[src/rtl/instruction_queue_pkg.sv]
// ============================================================================
// Module : instruction_queue_pkg
// Brief  : Shared field positions, default NOP word and queue-operation
//          encoding for the instruction queue.
// Rev    : 1.0  initial release
// ============================================================================
`default_nettype none

package instruction_queue_pkg;

    // Field layout: the opcode occupies the top C_OPCODE_W bits. Operand
    // addresses sit directly below it, and the immediate starts at bit 0.
    localparam int C_OPCODE_W   = 4;
    localparam int C_ADDR_A_OFS = C_OPCODE_W;
    localparam int C_IMM_LSB    = 0;

    localparam logic [255:0] C_NOP_INST = '0;

    typedef enum logic [1:0] {
        Q_IDLE     = 2'd0,
        Q_PUSH     = 2'd1,
        Q_POP      = 2'd2,
        Q_PUSH_POP = 2'd3
    } queue_op_e;

    function automatic queue_op_e queue_op(input logic push, input logic pop);
        return queue_op_e'({pop, push});
    endfunction

endpackage

`default_nettype wire

[src/rtl/inst_field_decode.sv]
// ============================================================================
// Module : inst_field_decode
// Brief  : Pure field slicing of an instruction word into operand fields.
// Rev    : 1.0  initial release
// ============================================================================
`default_nettype none

module inst_field_decode
    import instruction_queue_pkg::*;
#(
    parameter int INST_W = 16,
    parameter int ADDR_W = 4,
    parameter int IMM_W  = 8
) (
    input  logic [INST_W-1:0] inst,
    output logic [IMM_W-1:0]  imm,
    output logic [IMM_W-1:0]  displacement,
    output logic [ADDR_W-1:0] addr_a,
    output logic [ADDR_W-1:0] addr_b
);

    localparam int C_ADDR_A_MSB = INST_W - 1 - C_ADDR_A_OFS;
    localparam int C_ADDR_B_MSB = C_ADDR_A_MSB - ADDR_W;

    // Opcode bits are decoded further down the pipe, not here.
    logic w_unused_bits;
    assign w_unused_bits = ^inst;

    assign imm          = inst[C_IMM_LSB +: IMM_W];
    assign displacement = inst[C_IMM_LSB +: IMM_W];
    assign addr_a       = inst[C_ADDR_A_MSB -: ADDR_W];
    assign addr_b       = inst[C_ADDR_B_MSB -: ADDR_W];

endmodule

`default_nettype wire

[src/rtl/instruction_queue.sv]
// ============================================================================
// Module : instruction_queue
// Brief  : Flushable fetch-to-decode instruction FIFO with head-field decode.
//          Define INSTQ_BYPASS_EN for fall-through when empty.
// Rev    : 1.0  initial release
// ============================================================================
`default_nettype none

module instruction_queue
    import instruction_queue_pkg::*;
#(
    parameter int                INST_W   = 16,
    parameter int                DEPTH    = 4,
    parameter int                ADDR_W   = 4,
    parameter int                IMM_W    = 8,
    parameter logic [INST_W-1:0] NOP_INST = C_NOP_INST[INST_W-1:0]
) (
    input  logic                       clk_i,
    input  logic                       rst_i,
    input  logic                       jump_i,
    input  logic                       branch_i,
    input  logic                       in_valid_i,
    input  logic [INST_W-1:0]          inst_i,
    output logic                       in_ready_o,
    output logic                       out_valid_o,
    input  logic                       out_ready_i,
    output logic [INST_W-1:0]          inst_o,
    output logic [IMM_W-1:0]           imm_o,
    output logic [IMM_W-1:0]           displacement_o,
    output logic [ADDR_W-1:0]          addr_a_o,
    output logic [ADDR_W-1:0]          addr_b_o,
    output logic [$clog2(DEPTH):0]     count_o
);

    localparam int               PTR_W   = $clog2(DEPTH);
    localparam int               CNT_W   = PTR_W + 1;
    localparam logic [CNT_W-1:0] C_DEPTH = CNT_W'(DEPTH);
    localparam logic [CNT_W-1:0] C_ONE   = CNT_W'(1);

    logic [INST_W-1:0] r_mem [DEPTH];
    logic [PTR_W-1:0]  r_head;
    logic [PTR_W-1:0]  r_tail;
    logic [CNT_W-1:0]  r_count;

    logic              w_flush;
    logic              w_empty;
    logic              w_bypass;
    logic              w_push;
    logic              w_pop;
    logic              w_wr;
    logic              w_rd;
    logic [INST_W-1:0] w_head;
    queue_op_e         w_op;

    assign w_flush = jump_i | branch_i;
    assign w_empty = (r_count == '0);

`ifdef INSTQ_BYPASS_EN
    // Reset gates fall-through so outputs stay idle while rst_i is low.
    assign w_bypass = rst_i & w_empty & in_valid_i & ~w_flush;
`else
    assign w_bypass = 1'b0;
`endif

    assign in_ready_o  = (r_count < C_DEPTH);
    assign out_valid_o = ~w_empty | w_bypass;
    assign count_o     = r_count;

    assign w_push = in_valid_i & in_ready_o & ~w_flush;
    assign w_pop  = out_valid_o & out_ready_i & ~w_flush;

    // A fall-through word consumed in the same cycle never touches storage.
    assign w_wr = w_push & ~(w_bypass & w_pop);
    assign w_rd = w_pop & ~w_bypass;
    assign w_op = queue_op(w_wr, w_rd);

    always_comb begin
        w_head = w_empty ? NOP_INST : r_mem[r_head];
`ifdef INSTQ_BYPASS_EN
        if (w_bypass) begin
            w_head = inst_i;
        end
`endif
    end

    assign inst_o = w_head;

    always_ff @(posedge clk_i) begin
        if (w_wr) begin
            r_mem[r_tail] <= inst_i;
        end
    end

    always_ff @(posedge clk_i or negedge rst_i) begin
        if (!rst_i) begin
            r_head  <= '0;
            r_tail  <= '0;
            r_count <= '0;
        end else if (w_flush) begin
            r_head  <= '0;
            r_tail  <= '0;
            r_count <= '0;
        end else begin
            case (w_op)
                Q_PUSH: begin
                    r_tail  <= r_tail + 1'b1;
                    r_count <= r_count + C_ONE;
                end
                Q_POP: begin
                    r_head  <= r_head + 1'b1;
                    r_count <= r_count - C_ONE;
                end
                Q_PUSH_POP: begin
                    r_tail  <= r_tail + 1'b1;
                    r_head  <= r_head + 1'b1;
                end
                default: begin
                    r_count <= r_count;
                end
            endcase
        end
    end

    inst_field_decode #(
        .INST_W (INST_W),
        .ADDR_W (ADDR_W),
        .IMM_W  (IMM_W)
    ) u_decode (
        .inst         (w_head),
        .imm          (imm_o),
        .displacement (displacement_o),
        .addr_a       (addr_a_o),
        .addr_b       (addr_b_o)
    );

endmodule

`default_nettype wire

[config.mk]
export PLATFORM = sky130hd
export DESIGN_NAME = instruction_queue
export DESIGN_NICKNAME = d
export VERILOG_FILES = /design/src/rtl/instruction_queue_pkg.sv /design/src/rtl/inst_field_decode.sv /design/src/rtl/instruction_queue.sv
export SDC_FILE = /design/constraint.sdc
export NUM_CORES = 1
export LEC_CHECK = 0
export BUFFER_PORTS_ARGS = -buffer_cell sky130_fd_sc_hd__clkbuf_2
export CAP_MARGIN = 0
export CORE_ASPECT_RATIO = 0.9
export CORE_UTILIZATION = 58
export DETAILED_ROUTE_END_ITERATION = 8
export GPL_TIMING_DRIVEN = 0
export PLACE_DENSITY = 0.93
export SYNTH_ARGS = -nofsm -noshare
export SYNTH_HDL_FRONTEND = slang
export SYNTH_HIERARCHICAL = 1
export SYNTH_SLANG_ARGS = --single-unit
[constraint.sdc]
create_clock -name clk_i -period 5.8 [get_ports clk_i]
set_input_delay 0.87 -clock clk_i [delete_from_list [all_inputs] [get_ports clk_i]]
set_output_delay 0.87 -clock clk_i [all_outputs]
set_load 0.1 [all_outputs]
==> out/qor.txt <==
DR vias: 1723
Die ar.: 0.00560 mm2
total setup buffers inserted after CTS: 0
commonest cells in the synthesized netlist: edfxtp_1 (64), buf_4 (25), and2_1 (16), mux4_2 (16)
Crit Path Category: register to primary output
Compound-Gate Fraction of Synth Area: 1.75%
final critical-path required period: 3.18 ns
Post-Layout Inst Area: 0.00365 mm2
post-route ant nets: 0
xor-xnor portion of the synthesized cell area: 0.854%
post-synthesis mux area share: 11.7%
number of global-route vias before repair: 1693
Crit path required time: 4.93 ns
Overflow after GRT: 0
total chip power: 1.05 mW
CTS root buffer: clkbuf_8
Worst Path Arrival: 2.31 ns
total negative slack: 0 ns
Vias/cell: 5.30
number of remaining DRC errors: 0
Tcrit/Tclk final: 54.9%
clk_skew: 0.00370 ns
RSZ-0062 raised after global routing: no
clock-pin slew on the worst setup and hold paths: 0.07 ns
drt first pass iters: 4
Leak Pwr: 1.48 nW
GRT Util Overall: 21.2%
crit end category: primary output
# setup viols final: 0
YS warnings: 6
# rows: 24
Post-CTS Resized: 0
Clock Path Buffers: 2
number of I/O port buffers: 66
Post-Synth Adder-Cell Area: 2.28%
status: completed
first-pass GRT wire length: 8.31 mm
syn_nets: 205
CTS tree: yes
Core Region: 0.00498 mm2
GPL Wtd Cong: 0.790
DP Area: 0.00349 mm2
ys async rst share: 9.86%
worst-margin pin slew: 0.851 ns
# diodes: 0
Nets: 282
Area Overhead vs Synth: 18.7%
Main synth FF type: edfxtp_1
routed wire length: 5.21 mm
Wirelength per Cell: 16.0 um
final hold viol count: 0
largest net degree at the start of global routing: 17
CTS sink cnt: 71
EDFF count, synth: 64
post-DP HPWL: 3.55 mm
area leader, netlist: edfxtp_1
I/O Pins: 67
number of synthesized register bits: 71
share of layout cells above drive strength 1: 50.4%
synth unique cells: 28
Iteration-0 DRC Markers: 142
antenna violations before repair: 0
main combinational cell family by area after synthesis: multiplexers
Synth area leaders: edfxtp_1 (62%), mux4_2 (12%), buf_4 (6.1%)
TritonCTS buffer count: 9
die width: 78.8 um
H-tree levels: 3
Placed Cells: 309
Finished Layout Cells: 325
clock latency on the worst-skew pair: 0.33 ns
register area share after synthesis: 68.2%
CTS Hold Bufs: 0
syn_area_per_cell: 17.3 um2
max-cap violation count: 0
crit-path max FO: 10
crit start category: register
Fillers: 331
power per cell area: 288 mW/mm2
most frequent cell after synthesis: edfxtp_1
Util after Layout: 73.3%
top cell type's share of synthesized area: 62.5%
Die Ht: 71.1 um
Peak supply drop: 0.231 mV
Initial Utilization: 61.7%
Synth Instances: 178
Cell Area, Synth: 0.00308 mm2
max-slew violations: 0
Simple-Gate Fraction of Synth Area: 7.16%
Max-slew headroom: 43.3%
fmax: 0.314 GHz
Hold Path Class: primary input to asynchronous set/reset pin
## logic make-up (layout without fill, tap and decap cells)
group,Yosys count,in the layout
DFF,71,71
and+or+nand+nor,38,38
buffers and inverters,36,118
muxes,16,16
AOI/OAI and AO/OA,9,9
adders and majority gates,5,5
xor gates and xnor gates,3,3
## worst max-delay path, cell delays in order (launching register included)
cell and delay (ns):
dfrtp_1 0.35, buf_4 0.22, buf_6 0.21, mux4_2 0.50
and2_1 0.20, buf_4 0.14, clkbuf_2 0.36
## stage by stage
step | hold WS, ns | setup WS, ns
after floorplan | 0.562 | 1.80
after global placement | 0.586 | 3.01
after detailed placement | 0.616 | 2.95
after CTS | 0.360 | 2.58
after global routing | 0.371 | 2.50
final | 0.368 | 2.62
## where the power goes
group	internal [mW]	switching, mW
registers	0.564	0.00266
clock network	0.151	0.175
logic	0.0344	0.126
total	0.749	0.304
## layout by cell type, fill, tap and decap left out, drive strengths merged, types with 2 or more instances in the layout
cell      instances
nand3             2
ha                4
mux4             16
nand2             2
o211ai            2
edfxtp           64
o21ai             2
xor2              2
buf              31
and3              4
clkbuf           76
a21oi             3
clkinv            5
and2             16
dfrtp             7
clkinvlp          2
or3               3
inv               4
nor2              7
## worst paths after layout
check	end	startpoint	depth (start not counted)	slack (ns)
setup / recovery	addr_b_o[3]	r_head[0]$_DFFE_PN0P_	6	2.62
hold / removal	count_o[1]$_DFFE_PN0P_	rst_i	1	0.37
setup reg to reg	count_o[2]$_DFFE_PN0P_	count_o[1]$_DFFE_PN0P_	7	3.46
hold reg to reg	r_tail[0]$_DFFE_PN0P_	r_tail[0]$_DFFE_PN0P_	2	0.64
max in group asynchronous	r_head[1]$_DFFE_PN0P_	rst_i	1	5.26
min in group clk_i	r_tail[0]$_DFFE_PN0P_	r_tail[0]$_DFFE_PN0P_	2	0.64
## routing by layer
layer | GRT usage, % | wire [um] | vias up
li1 | - | - | 800
met1 | 27.2 | 2210 | 845
met5 | 0 | 0 | -
met2 | 34.6 | 2660 | 71
met3 | 4.52 | 277 | 7
met4 | 10.5 | 65 | 0
## flip-flops by register name, indices dropped and copies added (netlist names)
name,flops
r_mem,64
count_o,3
r_head,2
r_tail,2
## layout make-up
cell class	count	area (um2)	share of cell area (%)
plain buffers	32	234	6.41
well taps	65	81.3	2.23
repair buffers	66	330	9.04
clock inverters	7	40.0	1.10
clock buffers	9	124	3.39
inverters	4	15.0	0.411
flip-flops and latches	71	2100	57.4
multi-input cells	71	731	20.0
Power figures use the tool's default switching activity.
